## src/rtl/hd_timing_gen_if.sv

```systemverilog
// rtl/hd_timing_gen_if.sv - HD raster timing bundle between the timing generator and its consumers
//
// Signals:
//   i_frame_end  consumer -> generator  one-cycle PAL frame-end pulse (genlock request)
//   o_hd_clk     generator -> consumer  pixel strobe, falling edge marks a pixel
//   o_pix_en     generator -> consumer  one-cycle pulse per pixel
//   o_hd_hsync   generator -> consumer  active-high horizontal sync
//   o_hd_vsync   generator -> consumer  active-high vertical sync
//   o_hd_de      generator -> consumer  data enable, high in the active region
//   o_h_count    generator -> consumer  pixel index (12 bits)
//   o_v_count    generator -> consumer  line index (11 bits)
//   o_locked     generator -> consumer  genlock status
// master: the timing generator. slave: the upsampler / output stage.
interface hd_timing_gen_if;
  logic        i_frame_end;
  logic        o_hd_clk;
  logic        o_pix_en;
  logic        o_hd_hsync;
  logic        o_hd_vsync;
  logic        o_hd_de;
  logic [11:0] o_h_count;
  logic [10:0] o_v_count;
  logic        o_locked;

  modport master (
    input  i_frame_end,
    output o_hd_clk, o_pix_en, o_hd_hsync, o_hd_vsync, o_hd_de,
    output o_h_count, o_v_count, o_locked
  );

  modport slave (
    output i_frame_end,
    input  o_hd_clk, o_pix_en, o_hd_hsync, o_hd_vsync, o_hd_de,
    input  o_h_count, o_v_count, o_locked
  );
endinterface

```

## src/rtl/hd_timing_gen.sv

```systemverilog
// rtl/hd_timing_gen.sv - free-running HD raster timing generator with optional PAL genlock
//
// Purpose: divides clk_out into a pixel strobe, runs horizontal/vertical raster
// counters and decodes sync and data-enable. When HD_GENLOCK_EN is defined, a
// frame-end pulse re-phases the vertical counter to LOCK_LINE at the next line
// step; otherwise i_frame_end is ignored and o_locked stays 0.
//
// Ports:
//   clk_out  in   system and video clock
//   reset    in   asynchronous active-high reset
//   bus      hd_timing_gen_if.master (i_frame_end in; pixel strobe, syncs,
//            data enable, counters and lock status out)
//
// Optional feature macro: HD_GENLOCK_EN
module hd_timing_gen #(
  parameter int PIX_DIV   = 2,
  parameter int H_ACT     = 1280,
  parameter int H_FP      = 440,
  parameter int H_SYNC    = 40,
  parameter int H_BP      = 220,
  parameter int V_ACT     = 720,
  parameter int V_FP      = 5,
  parameter int V_SYNC    = 5,
  parameter int V_BP      = 20,
  parameter int LOCK_LINE = 0
) (
  input logic             clk_out,
  input logic             reset,
  hd_timing_gen_if.master bus
);

  localparam int H_TOTAL = H_ACT + H_FP + H_SYNC + H_BP;
  localparam int V_TOTAL = V_ACT + V_FP + V_SYNC + V_BP;

  localparam logic [4:0]  DIV_MAX  = 5'(PIX_DIV - 1);
  localparam logic [4:0]  DIV_HALF = 5'(PIX_DIV / 2);
  localparam logic [11:0] H_LAST   = 12'(H_TOTAL - 1);
  localparam logic [11:0] H_ACT_W  = 12'(H_ACT);
  localparam logic [11:0] HS_START = 12'(H_ACT + H_FP);
  localparam logic [11:0] HS_END   = 12'(H_ACT + H_FP + H_SYNC);
  localparam logic [10:0] V_LAST   = 11'(V_TOTAL - 1);
  localparam logic [10:0] V_ACT_W  = 11'(V_ACT);
  localparam logic [10:0] VS_START = 11'(V_ACT + V_FP);
  localparam logic [10:0] VS_END   = 11'(V_ACT + V_FP + V_SYNC);
  localparam logic [10:0] V_LOCK   = 11'(LOCK_LINE);

  logic [4:0]  div, div_nxt;
  logic        hd_clk, pix_en;
  logic [11:0] h, h_nxt;
  logic [10:0] v, v_nxt, v_inc;
  logic        hsync, vsync, de, locked;
  logic        line_step;
  logic        load;

  assign div_nxt   = (div == DIV_MAX) ? 5'd0 : div + 5'd1;
  // pix_en is registered from div_nxt, so it is high exactly while div == PIX_DIV/2.
  assign line_step = pix_en && (h == H_LAST);
  assign h_nxt     = !pix_en ? h : ((h == H_LAST) ? 12'd0 : h + 12'd1);
  assign v_inc     = (v == V_LAST) ? 11'd0 : v + 11'd1;
  assign v_nxt     = !line_step ? v : (load ? V_LOCK : v_inc);

`ifdef HD_GENLOCK_EN
  typedef enum logic {FREE, PEND} gl_state_t;
  gl_state_t state, state_nxt;

  always_ff @(posedge clk_out or posedge reset) begin
    if (reset) state <= FREE;
    else       state <= state_nxt;
  end

  // A pulse arriving on a line-step cycle only arms PEND; the load waits for
  // the following line step. Pulses seen while PEND are absorbed.
  always_comb begin
    state_nxt = state;
    load      = 1'b0;
    case (state)
      FREE: if (bus.i_frame_end) state_nxt = PEND;
      PEND: if (line_step) begin
        load      = 1'b1;
        state_nxt = FREE;
      end
      default: state_nxt = FREE;
    endcase
  end
`else
  logic unused_frame_end;
  assign unused_frame_end = bus.i_frame_end;
  assign load = 1'b0;
`endif

  // Outputs are decoded from the next counter values so that syncs, DE and
  // the published counters all step together on the same edge.
  always_ff @(posedge clk_out or posedge reset) begin
    if (reset) begin
      div    <= 5'd0;
      hd_clk <= 1'b1;
      pix_en <= 1'b0;
      h      <= 12'd0;
      v      <= 11'd0;
      hsync  <= 1'b0;
      vsync  <= 1'b0;
      de     <= 1'b1;
      locked <= 1'b0;
    end else begin
      div    <= div_nxt;
      hd_clk <= (div_nxt < DIV_HALF);
      pix_en <= (div_nxt == DIV_HALF);
      h      <= h_nxt;
      v      <= v_nxt;
      hsync  <= (h_nxt >= HS_START) && (h_nxt < HS_END);
      vsync  <= (v_nxt >= VS_START) && (v_nxt < VS_END);
      de     <= (h_nxt < H_ACT_W) && (v_nxt < V_ACT_W);
      if (load) locked <= (v_inc == V_LOCK);
    end
  end

  assign bus.o_hd_clk   = hd_clk;
  assign bus.o_pix_en   = pix_en;
  assign bus.o_hd_hsync = hsync;
  assign bus.o_hd_vsync = vsync;
  assign bus.o_hd_de    = de;
  assign bus.o_h_count  = h;
  assign bus.o_v_count  = v;
  assign bus.o_locked   = locked;

endmodule

```

## src/flat_wrapper.sv

```systemverilog
// flat-port wrapper written by rule: the top's interface ports become plain ports
module hd_timing_gen_flat 
#(
  parameter int PIX_DIV   = 2,
  parameter int H_ACT     = 1280,
  parameter int H_FP      = 440,
  parameter int H_SYNC    = 40,
  parameter int H_BP      = 220,
  parameter int V_ACT     = 720,
  parameter int V_FP      = 5,
  parameter int V_SYNC    = 5,
  parameter int V_BP      = 20,
  parameter int LOCK_LINE = 0
)
  (clk_out, reset, bus_i_frame_end, bus_o_hd_clk, bus_o_pix_en, bus_o_hd_hsync, bus_o_hd_vsync, bus_o_hd_de, bus_o_h_count, bus_o_v_count, bus_o_locked);
  hd_timing_gen_if bus_i ();
  input logic clk_out;
  input logic reset;
  input wire logic [$bits(bus_i.i_frame_end)-1:0] bus_i_frame_end;
  output wire logic [$bits(bus_i.o_hd_clk)-1:0] bus_o_hd_clk;
  output wire logic [$bits(bus_i.o_pix_en)-1:0] bus_o_pix_en;
  output wire logic [$bits(bus_i.o_hd_hsync)-1:0] bus_o_hd_hsync;
  output wire logic [$bits(bus_i.o_hd_vsync)-1:0] bus_o_hd_vsync;
  output wire logic [$bits(bus_i.o_hd_de)-1:0] bus_o_hd_de;
  output wire logic [$bits(bus_i.o_h_count)-1:0] bus_o_h_count;
  output wire logic [$bits(bus_i.o_v_count)-1:0] bus_o_v_count;
  output wire logic [$bits(bus_i.o_locked)-1:0] bus_o_locked;
  assign bus_i.i_frame_end = bus_i_frame_end;
  assign bus_o_hd_clk = bus_i.o_hd_clk;
  assign bus_o_pix_en = bus_i.o_pix_en;
  assign bus_o_hd_hsync = bus_i.o_hd_hsync;
  assign bus_o_hd_vsync = bus_i.o_hd_vsync;
  assign bus_o_hd_de = bus_i.o_hd_de;
  assign bus_o_h_count = bus_i.o_h_count;
  assign bus_o_v_count = bus_i.o_v_count;
  assign bus_o_locked = bus_i.o_locked;
  hd_timing_gen #(.PIX_DIV(PIX_DIV), .H_ACT(H_ACT), .H_FP(H_FP), .H_SYNC(H_SYNC), .H_BP(H_BP), .V_ACT(V_ACT), .V_FP(V_FP), .V_SYNC(V_SYNC), .V_BP(V_BP), .LOCK_LINE(LOCK_LINE)) u_core (.clk_out(clk_out), .reset(reset), .bus(bus_i));
endmodule
```

## config.mk

```make
export PLATFORM = sky130hd
export DESIGN_NAME = hd_timing_gen_flat
export DESIGN_NICKNAME = d
export VERILOG_FILES = /design/src/rtl/hd_timing_gen_if.sv /design/src/rtl/hd_timing_gen.sv /design/src/flat_wrapper.sv
export SDC_FILE = /design/constraint.sdc
export NUM_CORES = 1
export LEC_CHECK = 0
export BUFFER_PORTS_ARGS = -buffer_cell sky130_fd_sc_hd__buf_4
export CELL_PAD_IN_SITES_DETAIL_PLACEMENT = 0
export CELL_PAD_IN_SITES_GLOBAL_PLACEMENT = 1
export CORE_MARGIN = 3
export CORE_UTILIZATION = 38
export CTS_CLUSTER_SIZE = 12
export DETAILED_ROUTE_END_ITERATION = 10
export PLACE_DENSITY = 0.78
export SYNTH_ARGS = -nofsm -noshare
export SYNTH_HDL_FRONTEND = slang
export SYNTH_SLANG_ARGS = --single-unit
```

## constraint.sdc

```tcl
create_clock -name clk_out -period 2.7 [get_ports clk_out]
set_input_delay 0.27 -clock clk_out [delete_from_list [all_inputs] [get_ports clk_out]]
set_output_delay 0.27 -clock clk_out [all_outputs]
set_load 0.05 [all_outputs]
```

Word level (Yosys, flattened, before mapping)
Index checks and enable logic that the tools add are counted.

Word-level logic and storage cells: 31. Input port bits: 3. Flip-flop bits (word level): 33. Output and inout port bits: 29.

Equality and inequality tests: 4. Mux-type cells: 5. Reduce and logical (&&, ||, !) cells: 4. Add/subtract/negate cells: 3. Order comparisons: 7.

Operator list (count): $lt 12x11->1 const B (2); $mux 12 (2); $lt 11x10->1 const B (2); $mux 11 (2); $add 12x1->12 const B (1); $eq 12x11->1 const B (1); $ge 12x11->1 const B (1); $add 11x1->11 const B (1); $eq 11x10->1 const B (1); $ge 11x10->1 const B (1); $eq 5x1->1 const B (2); $add 5x1->5 const B (1); $lt 5x1->1 const B (1); $mux 5 (1); $logic_and 1x1->1 (4).

Logic depth before layout (Yosys ltp)
Gate-level depths: netlist of the first run.

Depth in word-level cells: 5. Mapped depth: 9. Mapped depth without buffers: 8.

Worst setup path before layout of the first run
Ideal clock, no wire load.

Path kind: flip-flop to flip-flop. From: register u_core.h[6], in the netlist u_core.bus.o_h_count[6]. To: register u_core.de, in the netlist u_core.bus.o_hd_de. Cell stages (with the launch flop): 9. Arrival: 2.704 ns. Setup slack: -0.092 ns. Setup time: 0.088 ns. Clock period less this slack: 2.792 ns. Data required time: 2.612 ns. Buffers on the path: 1. Path through: dfrtp_1 > or4b_4 > or4_4 > buf_6 > nor3_2 > xnor2_1 > inv_1 > a211o_1 > a221oi_2.

Longest elaborated chain between the ends: 5. Elaborated cells between the ends (all ways): 9. Classes of those cells: add/sub (1); order compare (2); eq/ne (1); mux (3); reduce/logical (2).

Ends and longest elaborated chain: start: declaration (RTL line hd_timing_gen.sv:49) `logic [11:0] h, h_nxt;`; start signal: assignment (RTL line hd_timing_gen.sv:108) `h <= h_nxt;`; $eq 12x11->1 (RTL line hd_timing_gen.sv:57) `assign line_step = pix_en && (h == H_LAST);`; $logic_and 1x1->1 (RTL line hd_timing_gen.sv:57); $mux 11 (RTL line hd_timing_gen.sv:60) `assign v_nxt = !line_step ? v : (load ? V_LOCK : v_inc);`; net u_core.v_nxt[10] (RTL line hd_timing_gen.sv:50) `logic [10:0] v, v_nxt, v_inc;`; $lt 11x10->1 (RTL line hd_timing_gen.sv:112) `de <= (h_nxt < H_ACT_W) && (v_nxt < V_ACT_W);`; $logic_and 1x1->1 (RTL line hd_timing_gen.sv:112); end signal: assignment (RTL line hd_timing_gen.sv:112); end: declaration (RTL line hd_timing_gen.sv:51) `logic hsync, vsync, de, locked;`.

The timed path passes the listed nets, and every way through them passes these cells.

Worst setup path after layout of the first run
From: register u_core.h[11], in the netlist u_core.bus.o_h_count[11]. To: register u_core.de, in the netlist u_core.bus.o_hd_de.

The elaborated chain is that of the path after synthesis.

==> impl_metrics.env, run 1 <==
export IMPL_reg2regPathDepth=7
export IMPL_syn_instance_count=179
export IMPL_crit_fanout=11
export IMPL_status="finished, final reports clean"
export IMPL_antennaDiodeCount=0
export IMPL_wl_per_cell_um=14.61
export IMPL_port_buffers=29
export IMPL_yosysTopAreaCell="dfrtp_1"
export IMPL_synth_edf_count=0
export IMPL_die_y_um=74.43
export IMPL_core_area_mm2=0.004444
export IMPL_regArea_um2=833.3
export IMPL_track_usage_pct=15.50
export IMPL_crit_start="u_core.bus.o_h_count[11]"
export IMPL_ant_nets=0
export IMPL_drc=0
export IMPL_hold_viol_final=0
export IMPL_finalSetupTns_ns=0
export IMPL_initialDrtViolationCount=79
export IMPL_r2r_slack_ns=0.15
export IMPL_path_clk_slew_ns=0.07
export IMPL_dpl_cell_area_mm2=0.002096
export IMPL_async_flop_share_pct=100.0
export IMPL_num_vias=1453
export IMPL_powerDensity_mw_per_mm2=421.3
export IMPL_wirelength_mm=3.975
export IMPL_synth_area_top_cells="dfrtp_1, xor2_1, ha_1"
export IMPL_r2r_start="u_core.bus.o_h_count[11]"
export IMPL_yosys_top_cells_count="dfrtp_1, inv_1, nand2_1, nor2_1, xor2_1"
export IMPL_synthesis_yosys_warnings=0
export IMPL_numPlacedInstances=264
export IMPL_fin_area_mm2=0.002197
export IMPL_r2r_end="u_core.bus.o_hd_de"
export IMPL_min_period_over_period_pct=94.55
export IMPL_syn_avg_cell_area_um2=9.940
export IMPL_grt_pass1_vias=1298
export IMPL_cts_buffers=5
export IMPL_start_util_pct=40.03
export IMPL_p_leak_uw=0.001119
export IMPL_finClkSkew_ns=0.004203
export IMPL_dieArea_mm2=0.005539
export IMPL_final_cells=272
export IMPL_ys_types=45
export IMPL_cts_setup_buffers=0
export IMPL_overflow=0
export IMPL_period_needed_ns=2.553
export IMPL_relSlewSlack_pct=48.63
export IMPL_gp_congestion=0.8060
export IMPL_cts_resized=0
export IMPL_synth_main_ff_cell="dfrtp_1"
export IMPL_cts_tree="built"
export IMPL_fmax_mhz=391.7
export IMPL_start_kind="flop"
export IMPL_yosysMostFrequentCell="dfrtp_1"
export IMPL_grt_max_degree=22
export IMPL_insertion_delay_ns=0.29
export IMPL_vdd_drop_max_uv=261.0
export IMPL_h_tree_depth=2
export IMPL_critical_path_arrival_ns=2.76
export IMPL_utilization_pct=49.44
export IMPL_nets=228
export IMPL_critPathRequiredTime_ns=2.91
export IMPL_maxCapViolCount=0
export IMPL_area_growth_pct=23.49
export IMPL_tightest_slew_ns=0.7697
export IMPL_boundaryPins=32
export IMPL_hold_buffers=0
export IMPL_cts_buffer_depth=2
export IMPL_grt_antenna_before_repair=0
export IMPL_drtPass1Iterations=4
export IMPL_end_kind="flop"
export IMPL_synth_area_mm2=0.001779
export IMPL_rows=24
export IMPL_synth_top_area_share_pct=43.60
export IMPL_multi_input_area_um2=874.6
export IMPL_die_w_um=74.43
export IMPL_syn_nets=188
export IMPL_crit_end="u_core.bus.o_hd_de"
export IMPL_clkSinkCount=33
export IMPL_n_fill_cell=430
export IMPL_worst_setup_path_type="flop to flop"
export IMPL_setup_viol=0
export IMPL_viasPerCell=5.342
export IMPL_rsz0062_at_grt="no"
export IMPL_power_uw=925.7
export IMPL_drive_gt1_share_pct=26.36
export IMPL_hold_class="primary input to asynchronous set/reset pin"
export IMPL_ys_ff_latch=33
export IMPL_synth_seq_area_share_pct=46.55
export IMPL_grt_pass1_wl_mm=6.423
export IMPL_hpwl_mm=2.906
export IMPL_report_final_slew_viol_count=0
export IMPL_ctsRootBufferMaster="clkbuf_8"
## final cells by class
cell class | instances | share of cell area (%)
clock inverter | 1 | 0.2278
sequential | 33 | 37.93
inverter | 14 | 2.392
tap | 52 | 2.961
multi-input combinational | 129 | 39.81
clock buffer | 7 | 4.385
timing repair buffer | 36 | 12.30
## registers in the layout, indices dropped and copies added, names as in the netlist
signal	count
u_core.bus.o_h_count	12
u_core.bus.o_hd_clk	1
u_core.bus.o_hd_de	1
u_core.bus.o_hd_hsync	1
u_core.bus.o_hd_vsync	1
u_core.bus.o_pix_en	1
u_core.bus.o_v_count	11
u_core.div	5
## placed cells by master (no fill, tap or decap), types with 3 or more instances in the layout
master and instances:
a21o_1 5, a21oi_1 3, and3_1 4, and4_1 3
buf_4 36, clkbuf_8 7, dfrtp_1 27, dfrtp_2 4
ha_1 6, inv_1 14, nand2_1 13, nand2b_1 4
nand3_1 7, nand4_1 5, nor2_1 13, nor3_1 6
nor4_1 4, o21ai_0 9, o22ai_1 3, o31ai_1 3
xnor2_1 5, xor2_1 10
## through the flow
step                      setup slack, ns  hold slack [ns]
after floorplan                   0.02497           0.3971
after global placement             0.1622           0.4786
after detailed placement           0.1463           0.4677
after CTS                          0.1248           0.1492
after global routing             0.003510           0.1988
final                              0.1473           0.1235
## layer usage
metal / up-vias / global-route usage [%] / routed length (µm)
met4: 0 / 5.336 / 54
met5: - / 0 / 0
met3: 6 / 4.054 / 147
met1: 697 / 21.21 / 1968
met2: 30 / 23.80 / 1805
li1: 720 / - / -
## report_power, final
group | internal, µW | switching [µW] | total, µW
logic | 1.92 | 12.7 | 14.7
registers | 494 | 0 | 494
clock network | 230 | 186 | 417
## worst max-delay path, stage by stage (launching register included)
cell      delay (ns)
dfrtp_2         0.42
or4b_4          0.55
or4_4           0.63
nor3_2          0.20
xnor2_1         0.15
inv_1           0.07
a211o_1         0.28
a221oi_2        0.17
## how the worst min path moves through the flow
stage | startpoint | end | slack [ns] | cells past startpoint
6_report | reset | u_core.bus.o_hd_hsync | 0.12 | 2
5_1_grt | reset | u_core.bus.o_hd_hsync | 0.20 | 2
3_5_place_dp | reset | u_core.bus.o_hd_hsync | 0.47 | 2
3_3_place_gp | reset | u_core.bus.o_hd_hsync | 0.48 | 2
2_1_floorplan | reset | u_core.bus.o_h_count[0] | 0.40 | 1
4_1_cts | reset | u_core.bus.o_hd_hsync | 0.15 | 2
## cells by family after synthesis
kind of cell | after synthesis | share of synthesized area (%)
other | 1 | 0.2108
buffers and inverters | 17 | 4.290
AND/OR/NAND/NOR | 77 | 25.95
adder cells (fa/ha/maj) | 6 | 4.219
XOR/XNOR | 15 | 7.384
AO/OA/AOI/OAI | 30 | 11.39
flip-flops | 33 | 46.55
No activity file was read; power rests on OpenSTA's default activity.
==> run 2: changes to the inputs <==
==> constraint.sdc (replaced) <==
create_clock -name clk_out -period 2.7 [get_ports clk_out]
set_input_delay 0.135 -clock clk_out [delete_from_list [all_inputs] [get_ports clk_out]]
set_output_delay 0.135 -clock clk_out [all_outputs]
set_load 0.05 [all_outputs]
==> run 2 against run 1 <==
Combinational power about the same. Clock skew up 0.0023 ns. Sequential share of layout area down 0.36 points. Setup slack got worse by 0.012 ns. Via count hardly changed. Hold slack lost 0.12 ns. Fmax decreased by 0.47%. Cell count up 0.74%. Critical endpoint unchanged. Largest power group unchanged.
==> impl_metrics.env, run 2 (synthesized netlist as in run 1, its figures left out) <==
export IMPL_reg2regPathDepth=7
export IMPL_min_period_over_period_pct=94.99
export IMPL_maxCapViolCount=0
export IMPL_layout_cells_most_common_list="buf_4, dfrtp_1, inv_1"
export IMPL_report_final_slew_viol_count=0
export IMPL_clkSinkCount=33
export IMPL_start_util_pct=40.03
export IMPL_port_buffers=29
export IMPL_grt_max_degree=22
export IMPL_vdd_drop_max_uv=245.5
export IMPL_nets=230
export IMPL_pre_cts_ws_ns=0.1052
export IMPL_drc=0
export IMPL_wl_per_cell_um=14.20
export IMPL_worst_path_stages=7
export IMPL_hold_viol_final=0
export IMPL_dieArea_mm2=0.005539
export IMPL_hpwl_mm=2.844
export IMPL_drive_gt1_share_pct=27.03
export IMPL_rows=24
export IMPL_worst_path_buf_inv=1
export IMPL_die_y_um=74.43
export IMPL_hold_class="primary input to asynchronous set/reset pin"
export IMPL_finalSetupTns_ns=0
export IMPL_initialDrtViolationCount=102
export IMPL_die_w_um=74.43
export IMPL_p_leak_uw=0.001144
export IMPL_critical_path_arrival_ns=2.77
export IMPL_boundaryPins=32
export IMPL_track_usage_pct=15.52
export IMPL_utilization_pct=49.92
export IMPL_cts_buffer_depth=2
export IMPL_cp_cell_sequence="or4b_4 -> or4_4 -> nor3_4 -> xnor2_1 -> inv_1 -> a211o_1 -> a221oi_2"
export IMPL_powerDensity_mw_per_mm2=416.0
export IMPL_largest_reg_flops=12
export IMPL_core_area_mm2=0.004444
export IMPL_setup_viol=0
export IMPL_hold_buffers=0
export IMPL_period_needed_ns=2.565
export IMPL_cp_top_family="simple AND/OR/NAND/NOR gates"
export IMPL_grt_pass1_vias=1318
export IMPL_h_tree_depth=2
export IMPL_viasPerCell=5.299
export IMPL_crit_start="u_core.bus.o_h_count[2]"
export IMPL_worst_setup_path_type="flop to flop"
export IMPL_overflow=0
export IMPL_fin_hold_ws_ns=0.007325
export IMPL_setup_ws_ns=0.1352
export IMPL_max_stage_delay_ns=0.62
export IMPL_gp_congestion=0.7954
export IMPL_mostFrequentLayoutCell="buf_4"
export IMPL_crit_fanout=7
export IMPL_area_growth_pct=24.68
export IMPL_wirelength_mm=3.891
export IMPL_path_clk_slew_ns=0.07
export IMPL_grt_pass1_wl_mm=6.430
export IMPL_fmax_mhz=389.9
export IMPL_insertion_delay_ns=0.29
export IMPL_relSlewSlack_pct=46.14
export IMPL_power_uw=922.7
export IMPL_num_vias=1452
export IMPL_antennaDiodeCount=0
export IMPL_slowest_stage="or4_4"
export IMPL_finClkSkew_ns=0.006527
export IMPL_end_kind="flop"
export IMPL_r2r_end="u_core.bus.o_hd_de"
export IMPL_drtPass1Iterations=5
export IMPL_grt_antenna_before_repair=0
export IMPL_status="finished, final reports clean"
export IMPL_start_kind="flop"
export IMPL_ctsRootBufferMaster="clkbuf_8"
export IMPL_cts_buffers=5
export IMPL_cts_tree="built"
export IMPL_crit_end="u_core.bus.o_hd_de"
export IMPL_critPathRequiredTime_ns=2.90
export IMPL_r2r_start="u_core.bus.o_h_count[2]"
export IMPL_r2r_slack_ns=0.14
export IMPL_multi_input_area_um2=880.8
export IMPL_n_fill_cell=417
export IMPL_ant_nets=0
export IMPL_regArea_um2=833.3
export IMPL_tightest_slew_ns=0.8070
[run 2: cell count changes in the layout (fill, tap and decap cells not counted)]
cell,previous run,this run
nor3_2,1,0
nor3_4,0,1
buf_4,36,38
[run 2: layer usage]
metal,track usage (%),wire [µm],share of wire [%],up-vias
met5,0,0,0,-
met4,5.336,52,1.3,0
met3,4.730,197,5.1,7
met2,22.05,1670,43,39
met1,22.36,1971,51,685
li1,-,-,-,721
[run 2: timing repair]
| action | in CTS | in global routing |
|---|---|---|
| buffers inserted | 0 | 2 |
| gates resized for setup | 0 | 1 |
| setup endpoints to repair | 0 | 1 |
| hold endpoints to repair | 0 | 0 |
[run 2: worst min-delay path by stage]
| stage | slack (ns) | from | depth (start not counted) | end |
|---|---|---|---|---|
| 4_1_cts | 0.03 | reset | 2 | u_core.bus.o_hd_hsync |
| 5_1_grt | 0.06 | reset | 2 | u_core.bus.o_hd_hsync |
| 3_3_place_gp | 0.35 | reset | 2 | u_core.bus.o_hd_hsync |
| 2_1_floorplan | 0.26 | reset | 1 | u_core.bus.o_h_count[0] |
| 6_report | 0.007 | reset | 2 | u_core.bus.o_hd_hsync |
| 3_5_place_dp | 0.34 | reset | 2 | u_core.bus.o_hd_hsync |
[run 2: area by class of cell]
| class | instances | share of cell area, % |
|---|---|---|
| multi-input combinational | 129 | 39.71 |
| sequential | 33 | 37.56 |
| timing repair buffer | 38 | 12.86 |
| clock buffer | 7 | 4.343 |
| tap | 52 | 2.933 |
| inverter | 14 | 2.369 |
| clock inverter | 1 | 0.2256 |
[run 2: through the flow]
stage | area (µm²) | std cells
after floorplan | 1784 | 179
after global placement | 2096 | 264
after detailed placement | 2096 | 264
after CTS | 2197 | 272
after global routing | 2218 | 274
final | 2218 | 274
[run 2: report_power, final]
group	internal [µW]	leakage [µW]	switching, µW
logic	1.92	0.000659	12.9
registers	494	0.000430	0
clock network	230	0.0000542	183
==> run 3: changes to the inputs <==
--- a/config.mk
+++ b/config.mk
@@ -5,14 +5,16 @@
 export SDC_FILE = /design/constraint.sdc
 export NUM_CORES = 1
 export LEC_CHECK = 0
+export ABC_AREA = 1
 export BUFFER_PORTS_ARGS = -buffer_cell sky130_fd_sc_hd__buf_4
 export CELL_PAD_IN_SITES_DETAIL_PLACEMENT = 0
 export CELL_PAD_IN_SITES_GLOBAL_PLACEMENT = 1
 export CORE_MARGIN = 3
-export CORE_UTILIZATION = 38
+export CORE_UTILIZATION = 41
 export CTS_CLUSTER_SIZE = 12
 export DETAILED_ROUTE_END_ITERATION = 10
-export PLACE_DENSITY = 0.78
+export HOLD_SLACK_MARGIN = 0.08
+export PLACE_DENSITY = 0.82
 export SYNTH_ARGS = -nofsm -noshare
 export SYNTH_HDL_FRONTEND = slang
 export SYNTH_SLANG_ARGS = --single-unit
==> constraint.sdc (replaced) <==
create_clock -name clk_out -period 2.8 [get_ports clk_out]
set_input_delay 0.14 -clock clk_out [delete_from_list [all_inputs] [get_ports clk_out]]
set_output_delay 0.14 -clock clk_out [all_outputs]
set_load 0.05 [all_outputs]
==> run 3 against run 2 <==
Count of clock-buffer cells in the layout stayed put. Power is 2.8% higher. Hold slack better by 0.49 ns. Setup slack better by 0.57 ns. Cell area is 14% higher. Clock power is 10% higher. Cell count is 45% higher. Sequential power is 3% lower. Largest cell class unchanged. Highest routed layer unchanged.
==> impl_metrics.env, run 3 <==
export IMPL_vdd_drop_max_uv=282.6
export IMPL_synthesis_yosys_warnings=0
export IMPL_synth_main_ff_cell="dfrtp_1"
export IMPL_tightest_slew_ns=0.6304
export IMPL_fin_hold_ws_ns=0.5005
export IMPL_start_kind="flop"
export IMPL_n_fill_cell=511
export IMPL_grt_max_degree=18
export IMPL_hold_viol_final=0
export IMPL_mostFrequentLayoutCell="nand2_1"
export IMPL_cts_buffers=5
export IMPL_drtPass1Iterations=5
export IMPL_ys_ff_latch=33
export IMPL_grt_pass1_vias=1822
export IMPL_syn_nets=305
export IMPL_ys_types=34
export IMPL_h_tree_depth=2
export IMPL_cp_top_family="simple AND/OR/NAND/NOR gates"
export IMPL_report_final_slew_viol_count=0
export IMPL_synth_area_top_cells="dfrtp_1, nand2_1, inv_1"
export IMPL_finClkSkew_ns=0.001598
export IMPL_track_usage_pct=17.47
export IMPL_r2r_slack_ns=0.71
export IMPL_drc=0
export IMPL_hold_class="primary input to asynchronous set/reset pin"
export IMPL_syn_avg_cell_area_um2=7.216
export IMPL_dieArea_mm2=0.006111
export IMPL_critical_path_arrival_ns=2.31
export IMPL_initialDrtViolationCount=63
export IMPL_cts_buffer_depth=2
export IMPL_rows=25
export IMPL_cts_tree="built"
export IMPL_gp_congestion=0.8121
export IMPL_num_vias=1901
export IMPL_die_y_um=78.18
export IMPL_path_clk_slew_ns=0.07
export IMPL_synth_edf_count=0
export IMPL_fmax_mhz=478.1
export IMPL_async_flop_share_pct=100.0
export IMPL_relSlewSlack_pct=57.93
export IMPL_yosysMostFrequentCell="nand2_1"
export IMPL_r2r_end="u_core.bus.o_hd_vsync"
export IMPL_slowest_stage="dfrtp_1"
export IMPL_start_util_pct=43.77
export IMPL_ant_nets=0
export IMPL_status="finished, final reports clean"
export IMPL_crit_start="u_core.bus.o_h_count[0]"
export IMPL_r2r_start="u_core.bus.o_h_count[0]"
export IMPL_wirelength_mm=4.882
export IMPL_period_needed_ns=2.092
export IMPL_finalSetupTns_ns=0
export IMPL_crit_fanout=11
export IMPL_cts_resized=0
export IMPL_maxCapViolCount=0
export IMPL_layout_cells_most_common_list="nand2_1, inv_1, nand3_1"
export IMPL_grt_antenna_before_repair=0
export IMPL_worst_path_buf_inv=0
export IMPL_insertion_delay_ns=0.28
export IMPL_core_area_mm2=0.004880
export IMPL_cpMostUsedCell="nor2_4"
export IMPL_drive_gt1_share_pct=18.18
export IMPL_syn_instance_count=296
export IMPL_wl_per_cell_um=12.30
export IMPL_end_kind="flop"
export IMPL_viasPerCell=4.788
export IMPL_p_leak_uw=0.001381
export IMPL_ctsRootBufferMaster="clkbuf_8"
export IMPL_worst_path_stages=9
export IMPL_nets=338
export IMPL_critPathRequiredTime_ns=3.01
export IMPL_grt_pass1_wl_mm=8.625
export IMPL_die_w_um=78.18
export IMPL_port_buffers=29
export IMPL_setup_viol=0
export IMPL_area_growth_pct=18.80
export IMPL_synth_seq_area_share_pct=38.78
export IMPL_hpwl_mm=3.761
export IMPL_boundaryPins=32
export IMPL_clkSinkCount=33
export IMPL_worst_setup_path_type="flop to flop"
export IMPL_antennaDiodeCount=0
export IMPL_cp_cell_sequence="ha_1 -> nand2_1 -> nor2_4 -> nand3_4 -> nor2_4 -> nand3_1 -> xor2_1 -> nand4_1 -> nor2_2"
export IMPL_largest_reg_flops=12
export IMPL_min_period_over_period_pct=74.70
export IMPL_reg2regPathDepth=9
export IMPL_powerDensity_mw_per_mm2=373.7
export IMPL_overflow=0
export IMPL_synth_top_area_share_pct=36.32
export IMPL_synth_area_mm2=0.002136
export IMPL_crit_end="u_core.bus.o_hd_vsync"
export IMPL_yosysTopAreaCell="dfrtp_1"
export IMPL_yosys_top_cells_count="nand2_1, inv_1, nand3_1"
export IMPL_max_stage_delay_ns=0.39
export IMPL_rsz0062_at_grt="no"
==> run 3: changes by cell type after synthesis, sizes merged, moves of 4 or more <==
cell,previous run,this run
xor2,10,4
inv,14,54
a21o,5,0
nand2b,4,0
nor2,13,41
and3,4,0
nand3,7,35
nand4,5,15
nor4,6,1
nand2,13,70
==> run 3: worst min-delay path by stage <==
stage | slack (ns) | to | start | cells after the start
2_1_floorplan | 0.27 | u_core.bus.o_h_count[0] | reset | 1
3_3_place_gp | 0.27 | u_core.bus.o_v_count[8] | reset | 2
6_report | 0.50 | u_core.bus.o_v_count[8] | reset | 3
3_5_place_dp | 0.27 | u_core.bus.o_v_count[8] | reset | 2
4_1_cts | 0.50 | u_core.div[2] | u_core.div[2] | 1
5_1_grt | 0.53 | u_core.div[3] | u_core.div[3] | 1
==> run 3: routing by layer <==
metal	GRT usage [%]	vias up	part of all wire [%]
li1	-	1000	-
met1	25.81	866	53
met2	26.46	30	42
met3	3.440	5	4.7
met4	3.671	0	0.63
met5	0	-	0
==> run 3: worst register-to-register path, stage by stage, from the launching register on <==
cell and delay [ns]:
dfrtp_1 0.39, ha_1 0.31, nand2_1 0.13, nor2_4 0.14, nand3_4 0.11, nor2_4 0.29
nand3_1 0.14, xor2_1 0.24, nand4_1 0.15, nor2_2 0.13
==> run 3: logic make-up after synthesis <==
kind of cell               count (synthesis)  synth area share (%)
and+or+nand+nor                          172                 38.78
buffers and inverters                     60                 11.25
DFF                                       33                 38.78
AOI/OAI and AO/OA                         17                 4.628
xor gates and xnor gates                   7                 2.871
adders and majority gates                  6                 3.515
other                                      1                0.1756
==> run 3: report_power, final <==
group          switching [µW]  internal, µW
combinational            12.3          2.76
clock                     166           290
sequential                  0           477
==> run 3: per-stage QoR <==
| step | worst slack (ns) | power, µW | std cells | util (%) | cell area [µm²] |
|---|---|---|---|---|---|
| CTS | 0.6897 | 960.0 | 397 | 52.00 | 2537 |
| global route | 0.4913 | 986.3 | 397 | 52.00 | 2537 |
| finish | 0.7085 | 948.3 | 397 | 52.00 | 2537 |
| floorplan | 0.7084 | 496.7 | 296 | - | 2136 |
| global placement | 0.7286 | 500.5 | 388 | 49.41 | 2411 |
| detailed placement | 0.7302 | 500.6 | 388 | 49.41 | 2411 |
==> run 3: final cells by class <==
class / count / area, µm² / area share (%)
clock buffer: 7 / 86.33 / 3.402
multi-input combinational: 203 / 1067 / 42.06
inverter: 55 / 206.4 / 8.136
sequential: 33 / 828.3 / 32.64
clock inverter: 1 / 30.03 / 1.183
tap: 67 / 83.83 / 3.304
timing repair buffer: 31 / 235.2 / 9.270
==> run 3: timing repair <==
item,CTS,global route
hold buffers,1,0
buffers inserted,0,0
endpoints found under the hold margin,15,0
